## config.mk

```make
export PLATFORM = sky130hd
export DESIGN_NAME = pattern_sequencer
export DESIGN_NICKNAME = d
export VERILOG_FILES = /design/src/rtl/pattern_sequencer.sv
export SDC_FILE = /design/constraint.sdc
export NUM_CORES = 1
export LEC_CHECK = 0
export CORE_UTILIZATION = 65
export CTS_CLUSTER_DIAMETER = 80
export CTS_CLUSTER_SIZE = 10
export DETAILED_ROUTE_END_ITERATION = 10
export PLACE_DENSITY = 0.86
export SLEW_MARGIN = 0
export SYNTH_ARGS = -nofsm -noshare
export SYNTH_HDL_FRONTEND = slang
export SYNTH_SLANG_ARGS = --single-unit
```

## constraint.sdc

```tcl
create_clock -name clk -period 8 [get_ports clk]
set_clock_uncertainty 0.2 [all_clocks]
set_input_delay 1.6 -clock clk [delete_from_list [all_inputs] [get_ports clk]]
set_output_delay 1.6 -clock clk [all_outputs]
set_load 0.02 [all_outputs]
```

## src/rtl/pattern_sequencer.sv

```systemverilog
// pattern_sequencer
// Frame-level controller placed directly upstream of the pattern generator.
// It holds a program of up to DEPTH entries. Each entry gives a mode, a
// constant value, ramp deltas and a repeat count. The block plays the entries
// in order, drives the generator configuration together with the
// f_sync/sync strobes, and either stops after the last entry or loops.
// A stop request always lets the current frame finish.
//
// Ports
//   clk, rst            master clock; synchronous active-high reset
//   cfg_we/addr/data    program-entry write port, usable in any state
//                       data: [22:20] Mode, [19:8] constVal, [7:6] X,
//                             [5:4] Y, [3:0] rpt (entry plays rpt+1 frames)
//   cfg_len, loop       program length (1..DEPTH) and loop enable, sampled on start
//   start, stop         start-program pulse; request a stop at the next frame end
//   f_sync, sync        first-line / line strobes to the generator
//   Mode..Y             generator configuration of the playing entry
//   busy                high whenever the sequencer is not idle
//   frame_done          one-cycle pulse in the last cycle of each frame
//   entry_idx           index of the entry currently playing
//   frame_cnt           frames completed since the last accepted start
module pattern_sequencer #(
  parameter int LINES_PER_FRAME = 24,
  parameter int LINE_LEN        = 1290,
  parameter int REG_LINE_LEN    = 4096,
  parameter int HBLANK          = 4,
  parameter int DEPTH           = 8
) (
  input  logic        clk,
  input  logic        rst,
  input  logic        cfg_we,
  input  logic [2:0]  cfg_addr,
  input  logic [22:0] cfg_data,
  input  logic [3:0]  cfg_len,
  input  logic        loop,
  input  logic        start,
  input  logic        stop,
  output logic        f_sync,
  output logic        sync,
  output logic [2:0]  Mode,
  output logic [11:0] constVal,
  output logic [1:0]  X,
  output logic [1:0]  Y,
  output logic        busy,
  output logic        frame_done,
  output logic [2:0]  entry_idx,
  output logic [15:0] frame_cnt
);

  typedef enum logic [2:0] {
    ST_IDLE   = 3'd0,
    ST_LOAD   = 3'd1,
    ST_SYNC   = 3'd2,
    ST_ACTIVE = 3'd3,
    ST_GAP    = 3'd4
  } state_t;

  localparam logic [2:0]  MODE_REGULAR = 3'b001;
  localparam logic [15:0] ACT_LAST     = 16'(LINE_LEN - 1);
  localparam logic [15:0] ACT_LAST_REG = 16'(REG_LINE_LEN - 1);
  localparam logic [15:0] HB_LAST      = 16'(HBLANK - 1);
  localparam logic [15:0] LINE_LAST    = 16'(LINES_PER_FRAME - 1);

  logic [22:0] prog_q [DEPTH];

  state_t      state_q, state_d;
  logic [2:0]  idx_q, idx_d;
  logic [3:0]  len_q, len_d;
  logic        loop_q, loop_d;
  logic        stop_q, stop_d;
  logic [15:0] line_q, line_d;
  logic [3:0]  rep_q, rep_d;
  logic [3:0]  rpt_q, rpt_d;
  logic        end_q, end_d;
  logic [15:0] timer_q, timer_d;

  logic        f_sync_q, f_sync_d;
  logic        sync_q, sync_d;
  logic [2:0]  mode_q, mode_d;
  logic [11:0] const_q, const_d;
  logic [1:0]  x_q, x_d;
  logic [1:0]  y_q, y_d;
  logic        busy_q, busy_d;
  logic        frame_done_q, frame_done_d;
  logic [2:0]  entry_idx_q, entry_idx_d;
  logic [15:0] frame_cnt_q, frame_cnt_d;

  logic        start_ok_s;
  logic        clr_cnt_s;
  logic [3:0]  idx_inc_s;
  logic [15:0] act_last_s;
  logic [22:0] entry_s;
  logic        cfg_addr_ok_s;

  assign start_ok_s    = start && (cfg_len != 4'd0) && ({28'd0, cfg_len} <= $unsigned(DEPTH));
  assign cfg_addr_ok_s = ({29'd0, cfg_addr} < $unsigned(DEPTH));
  assign idx_inc_s     = {1'b0, idx_q} + 4'd1;
  assign act_last_s    = (mode_q == MODE_REGULAR) ? ACT_LAST_REG : ACT_LAST;

  // Sequencing FSM: next state, entry pointer and line/repeat/timer counters.
  always_comb begin
    state_d   = state_q;
    idx_d     = idx_q;
    len_d     = len_q;
    loop_d    = loop_q;
    line_d    = line_q;
    rep_d     = rep_q;
    timer_d   = timer_q;
    clr_cnt_s = 1'b0;
    case (state_q)
      ST_IDLE: begin
        if (start_ok_s) begin
          state_d   = ST_LOAD;
          idx_d     = 3'd0;
          len_d     = cfg_len;
          loop_d    = loop;
          clr_cnt_s = 1'b1;
        end else begin
          state_d = ST_IDLE;
        end
      end
      ST_LOAD: begin
        // A Mode of 000 marks the end of the program, even when looping.
        if (end_q) begin
          state_d = ST_IDLE;
        end else begin
          state_d = ST_SYNC;
          line_d  = 16'd0;
          rep_d   = 4'd0;
          timer_d = 16'd0;
        end
      end
      ST_SYNC: begin
        state_d = ST_ACTIVE;
        timer_d = 16'd0;
      end
      ST_ACTIVE: begin
        if (timer_q == act_last_s) begin
          state_d = ST_GAP;
          timer_d = 16'd0;
        end else begin
          timer_d = timer_q + 16'd1;
        end
      end
      ST_GAP: begin
        if (timer_q != HB_LAST) begin
          timer_d = timer_q + 16'd1;
        end else begin
          timer_d = 16'd0;
          if (line_q != LINE_LAST) begin
            line_d  = line_q + 16'd1;
            state_d = ST_SYNC;
          end else if (stop_q || stop) begin
            // A stop raised during this final cycle still ends the program here.
            state_d = ST_IDLE;
          end else if (rep_q < rpt_q) begin
            rep_d   = rep_q + 4'd1;
            line_d  = 16'd0;
            state_d = ST_SYNC;
          end else if (idx_inc_s == len_q) begin
            if (loop_q) begin
              idx_d   = 3'd0;
              state_d = ST_LOAD;
            end else begin
              state_d = ST_IDLE;
            end
          end else begin
            idx_d   = idx_inc_s[2:0];
            state_d = ST_LOAD;
          end
        end
      end
      default: begin
        state_d = ST_IDLE;
      end
    endcase
  end

  // Registered outputs, sticky stop flag and the entry snapshot taken on LOAD.
  always_comb begin
    entry_s = prog_q[idx_d];

    if (state_d == ST_IDLE) begin
      stop_d = 1'b0;
    end else if (stop && (state_q != ST_IDLE)) begin
      stop_d = 1'b1;
    end else begin
      stop_d = stop_q;
    end

    // The entry is sampled as LOAD is entered, so a later write to the
    // playing entry only shows up at its next LOAD. End markers leave the
    // generator configuration untouched.
    if (state_d == ST_LOAD) begin
      end_d = (entry_s[22:20] == 3'b000);
      rpt_d = entry_s[3:0];
      if (entry_s[22:20] != 3'b000) begin
        mode_d  = entry_s[22:20];
        const_d = entry_s[19:8];
        x_d     = entry_s[7:6];
        y_d     = entry_s[5:4];
      end else begin
        mode_d  = mode_q;
        const_d = const_q;
        x_d     = x_q;
        y_d     = y_q;
      end
    end else begin
      end_d   = end_q;
      rpt_d   = rpt_q;
      mode_d  = mode_q;
      const_d = const_q;
      x_d     = x_q;
      y_d     = y_q;
    end

    sync_d       = (state_d == ST_SYNC);
    f_sync_d     = (state_d == ST_SYNC) && (line_d == 16'd0);
    busy_d       = (state_d != ST_IDLE);
    entry_idx_d  = idx_d;
    // The pulse lands in the last GAP cycle of the final line.
    frame_done_d = (state_d == ST_GAP) && (timer_d == HB_LAST) && (line_d == LINE_LAST);

    if (clr_cnt_s) begin
      frame_cnt_d = 16'd0;
    end else if (frame_done_d) begin
      frame_cnt_d = frame_cnt_q + 16'd1;
    end else begin
      frame_cnt_d = frame_cnt_q;
    end
  end

  // State, program memory and output registers.
  always_ff @(posedge clk) begin
    if (rst) begin
      for (int i = 0; i < DEPTH; i++) begin
        prog_q[i] <= 23'd0;
      end
      state_q      <= ST_IDLE;
      idx_q        <= 3'd0;
      len_q        <= 4'd0;
      loop_q       <= 1'b0;
      stop_q       <= 1'b0;
      line_q       <= 16'd0;
      rep_q        <= 4'd0;
      rpt_q        <= 4'd0;
      end_q        <= 1'b0;
      timer_q      <= 16'd0;
      f_sync_q     <= 1'b0;
      sync_q       <= 1'b0;
      mode_q       <= 3'd0;
      const_q      <= 12'd0;
      x_q          <= 2'd0;
      y_q          <= 2'd0;
      busy_q       <= 1'b0;
      frame_done_q <= 1'b0;
      entry_idx_q  <= 3'd0;
      frame_cnt_q  <= 16'd0;
    end else begin
      if (cfg_we && cfg_addr_ok_s) begin
        prog_q[cfg_addr] <= cfg_data;
      end
      state_q      <= state_d;
      idx_q        <= idx_d;
      len_q        <= len_d;
      loop_q       <= loop_d;
      stop_q       <= stop_d;
      line_q       <= line_d;
      rep_q        <= rep_d;
      rpt_q        <= rpt_d;
      end_q        <= end_d;
      timer_q      <= timer_d;
      f_sync_q     <= f_sync_d;
      sync_q       <= sync_d;
      mode_q       <= mode_d;
      const_q      <= const_d;
      x_q          <= x_d;
      y_q          <= y_d;
      busy_q       <= busy_d;
      frame_done_q <= frame_done_d;
      entry_idx_q  <= entry_idx_d;
      frame_cnt_q  <= frame_cnt_d;
    end
  end

  assign f_sync     = f_sync_q;
  assign sync       = sync_q;
  assign Mode       = mode_q;
  assign constVal   = const_q;
  assign X          = x_q;
  assign Y          = y_q;
  assign busy       = busy_q;
  assign frame_done = frame_done_q;
  assign entry_idx  = entry_idx_q;
  assign frame_cnt  = frame_cnt_q;

endmodule

```

Word level (Yosys, flattened, before mapping)

Memory sizes are Yosys's and may differ from the RTL's.
Cells that the tools add are included.

Add/subtract/negate cells: 5
Magnitude comparators: 2
Equal/unequal tests: 19
Muxes and demuxes: 45
Reductions and logical operators: 22

Operators with widths:

| operator                | count |
|---|---|
| $mux W16                | 8 |
| $pmux W16 S4            | 1 |
| $add A16 B1 Y16 const B | 3 |
| $mux W3                 | 14 |
| $pmux W16 S2            | 1 |
| $mux W23                | 1 |
| $reduce_or A23 Y1       | 1 |
| $mux W4                 | 5 |
| $eq A16 B12 Y1          | 1 |
| $eq A16 B2 Y1 const B   | 1 |
| $eq A16 B5 Y1 const B   | 1 |
| $logic_not A16 Y1       | 1 |
| $ne A16 B2 Y1 const B   | 1 |
| $ne A16 B5 Y1 const B   | 1 |
| $pmux W3 S5             | 1 |
| $mux W12                | 1 |
| $mux W1                 | 10 |
| $ne A2 B2 Y1 const B    | 5 |
| $eq A3 B1 Y1 const B    | 3 |
| $eq A3 B2 Y1 const B    | 3 |
| $logic_not A3 Y1        | 3 |
| $reduce_bool A3 Y1      | 3 |
| $pmux W4 S2             | 1 |
| $eq A3 B3 Y1 const B    | 2 |
| 14 further kinds        | 21 |

Flip-flop bits (word level): 92
Memory bits (writable): 184
Word-level logic and storage cells: 113
Memories: 1

Memory list:

| name   | depth | width | read ports | clocked after Yosys merged registers in | write ports | RTL line | RTL |
|---|---|---|---|---|---|---|---|
| prog_q | 8     | 23    | 1          | 0                                       | 8           | 64       | `logic [22:0] prog_q [DEPTH];` |

Depth between registers and ports, before layout

Depth after elaboration: 11
Mapped depth: 15

Worst setup path before layout

OpenSTA, ideal clock, no wires.

Kind: input port to flip-flop
From: input cfg_len[3]
To: register const_q[9], in the netlist constVal[9]
Library setup time: 121 ps
Data arrival time: 4324 ps
Required time: 7679 ps
Setup slack: 3355 ps
Stages: 11
Cell sequence: or4_1 -> nand4_1 -> buf_1 -> nand3_1 -> nor2_1 -> a211o_1 -> o2111ai_1 -> a32o_1 -> buf_2 -> a21oi_2 -> mux2_2

Word-level cells in the longest chain between the ends: 8
Elaborated cells between the ends (all ways): 12
Those cells by class: order compare (1); eq/ne (1); mux (4); reduce/logical (5); memory (1)

RTL lines:

| what                                                 | RTL line | RTL |
|---|---|---|
| from (decl)                                          | 34       | `input logic [3:0] cfg_len,` |
| branches (longest 2 deep; another with $le A4 B4 Y1) | --       |  |
| $logic_and A1 B1 Y1 *                                | 95       | `assign start_ok_s = start && (cfg_len != 4'd0) && ({28'd0, cfg_len} <= $unsigned(DEPTH));` |
| $mux W3                                              | 112      | `if (start_ok_s) begin` |
| $pmux W3 S2                                          | 110      | `case (state_q)` |
| $mem_v2 Z8 W23                                       | --       |  |
| $reduce_bool A3 Y1                                   | 197      | `if (entry_s[22:20] != 3'b000) begin` |
| $reduce_and A2 Y1 (no source line)                   | --       |  |
| to (signal assigned)                                 | 276      | `const_q <= const_d;` |
| to (decl)                                            | 80       | `logic [11:0] const_q, const_d;` |

Mark *: on every way between the ends.
A chain may end at the register's enable or synchronous reset.

Worst setup path after layout

From: input stop
To: register const_q[9], in the netlist constVal[9]

Word-level cells in the longest chain between the ends: 8
Elaborated cells between the ends (all ways): 13
Those cells by class: eq/ne (1); mux (8); reduce/logical (3); memory (1)

RTL lines:

| what                               | RTL line | RTL |
|---|---|---|
| from (decl)                        | 37       | `input logic stop,` |
| $logic_or A1 B1 Y1 *               | 153      | `end else if (stop_q \|\| stop) begin` |
| $mux W3                            | 153      |  |
| $mux W3                            | 150      | `if (line_q != LINE_LAST) begin` |
| $mux W3                            | 146      | `if (timer_q != HB_LAST) begin` |
| $pmux W3 S2                        | 110      |  |
| $mem_v2 Z8 W23                     | --       |  |
| $reduce_bool A3 Y1                 | 197      |  |
| $reduce_and A2 Y1 (no source line) | --       |  |

Every way passes the cells marked *; elsewhere a longest branch is shown, timed or not.

==> results.cfg <==
[run_status]
status = finished clean

[worst_setup_path]
crit_type = in2reg
crit_required_ps = 8250
arrival_ps = 6320
cp-end-kind = register
worst-path-max-fanout = 52
start_kind = input pin

[route]
drtPass1Iterations = 6
drc_errors = 0
drt_first_iter_violations = 847
viasPerCell = 6.39
vias = 10700
wl_per_cell_um = 20.6
routed_wl_um = 34400
drtAntennaViolNets = 0

[clock_network]
cts-htree-levels = 1
cts.clk_slew.worst_paths_ps = 60
postCtsSetupBuffers = 0
cts_resized = 0
postCtsHoldBufs = 0
cts_sinks = 276
clk_latency_ps = 570
cts_buffer_depth = 3
cts_root_buf = clkbuf_16
numCtsBuffers = 31
cts_tree = done

[synthesis]
synth_fp_nets = 1388
yosys.area.top_type = edfxtp_1
synthArstFlopShare_pct = 0
synth_top_area_share_pct = 39.2
synth_flop_cell = edfxtp_1
muxShareOfSynthArea_pct = 4.23
synthCells = 1344
synth_area_mm2 = 0.0141
synthDistinctLibCells = 87
netlist_top_cells_area = edfxtp_1 (39%), dfxtp_1 (13%), and2_1 (9.9%)
synth-edff-count = 184
synth_top_family_by_area = simple AND/OR/NAND/NOR gates
synthAdderAreaFrac_pct = 0.710
yosysWarningCount = 0
synth_xor_area_share_pct = 1.12
synthSimpleGateAreaFrac_pct = 23.0
ys_seq_elements = 276
syn_avg_cell_area_um2 = 10.5
synth_compound_area_share_pct = 15.1
seq_area_frac_synth_pct = 52.2

[floorplan]
io_pins = 78
core-area_mm2 = 0.0212
start_util_pct = 66.7
fp.dieH_um = 149
dieArea_mm2 = 0.0223
rows = 53
die_x_um = 149

[worst_hold_path]
hold_path.class = reg2reg

[power_and_ir_drop]
leakagePower_uw = 0.00573
power.density_mw_per_mm2 = 203
ir_drop_mv = 0.193
power_uw = 3220

[global_routing]
grt_max_degree = 72
grt_pass1_wl_um = 54100
grt_pass1_vias = 10300
grt_usage_pct = 31.5
overflow = 0
antenna_found_initial = 0

[sta]
rsz0062_at_grt = false
finalSetupViolCount = 0
fin_crit_ps = 6070
period_share_pct = 75.9
max_slew_margin_pct = 15.9
fmax_ghz = 0.165
hold_viol = 0
setup_tns_ps = 0
drv_slew = 0
worst_slew_pin_slew_ps = 1260

[cells_and_area]
fillerInstances = 1422
seqCellArea_mm2 = 0.00737
layout.nets = 1422
syn_to_final_growth_pct = 12.4
drive_gt1_share_pct = 7.16
multiInputGateArea_mm2 = 0.00625

[placement]
gp_congestion = 0.933
port_buffers = 77
dp_hpwl_um = 21500

[run]
drv_cap = 0
[cell type report]
type                    count  share of cell area (%)
diodes                      1                  0.0158
clock buffers              50                    5.34
clock inverters             2                   0.316
inverters                  25                   0.592
multi-input cells         950                    39.5
flip-flops and latches    276                    46.5
well taps                 275                    2.17
repair buffers             94                    5.64
[registers in the layout, summed over array words and instances, names as in the netlist, 2 cells and up]
register   count
X              2
Mode           3
prog_q       184
frame_cnt     16
entry_idx      3
state_q        3
rep_q          4
constVal      12
Y              2
len_q          4
rpt_q          4
line_q        16
timer_q       16
[cells in the final DEF (no fill, tap or decap), drive strengths merged, types with 9 or more instances in the layout]
cell / synthesis / routed
nor2: 81 / 81
xnor2: 12 / 12
dfxtp: 92 / 92
and2: 228 / 228
a21oi: 79 / 79
or3: 19 / 19
edfxtp: 184 / 184
o21ai: 41 / 41
inv: 25 / 26
o211a: 16 / 16
clkdlybuf4s50: 0 / 76
nand2b: 9 / 9
nor4: 15 / 15
or2: 13 / 13
nor2b: 9 / 9
buf: 27 / 18
clkbuf: 66 / 50
nand3: 38 / 38
a31oi: 15 / 15
nor3: 25 / 25
nand2: 63 / 63
a211oi: 91 / 91
nand4: 21 / 21
mux2i: 54 / 54
[worst max-delay path: stages]
cell	delay (ps)
clkdlybuf4s50_1	480
nor2_1	310
nand4_1	250
nor4b_1	590
o21a_2	960
mux4_2	390
nand2_1	60
a32o_1	450
a21oi_2	810
mux2_2	410
[per-layer routing]
layer | GRT usage [%] | wire [µm] | up-vias
li1 | - | - | 5041
met1 | 40.2 | 13700 | 5113
met2 | 53.8 | 17100 | 446
met3 | 4.62 | 2560 | 86
met4 | 12.5 | 1060 | 0
met5 | 0 | 0 | -
[final timing paths]
kind              endpoint  slack (ps)           from  cells after the start
max            constVal[9]        1930           stop                     10
min          frame_cnt[15]         290  frame_cnt[15]                      2
max reg2reg    constVal[9]        1970     timer_q[1]                     11
min reg2reg  frame_cnt[15]         290  frame_cnt[15]                      2
[cells in the mapped netlist (all sizes together) (6+ instances only)]
cell / instances
a211oi: 91
a21oi: 79
a31oi: 15
and2: 228
and3: 6
and4: 6
buf: 27
clkbuf: 66
dfxtp: 92
edfxtp: 184
ha: 8
inv: 25
mux2i: 54
nand2: 63
nand2b: 9
nand3: 38
nand4: 21
nor2: 81
nor2b: 9
nor3: 25
nor4: 15
o211a: 16
o21ai: 41
o31ai: 8
or2: 13
or3: 19
or4: 8
xnor2: 12
xor2: 6
[metrics by stage]
stage          utilization [%]  instances  setup WS (ps)  hold slack, ps  cell area [µm²]
6_report                  74.9       1673           1930             285            15900
5_1_grt                   74.9       1672           1490             339            15800
4_1_cts                   74.9       1672           1980             292            15800
3_5_place_dp              70.7       1620           1380             282            15000
3_3_place_gp              70.7       1620           1550             271            15000
2_1_floorplan                -       1344           3360             244            14100
[cell families after synthesis]
kind of cell | after synthesis
compound gates | 309
xor+xnor | 18
fa+ha+maj | 8
buf+inv | 118
flops | 276
mux | 58
simple gates | 557
[where the power goes]
group,internal (µW),switching [µW]
logic,115,178
registers,1600,39.6
clock network,748,539
total,2470,757
(Power assumes the default switching activity.)
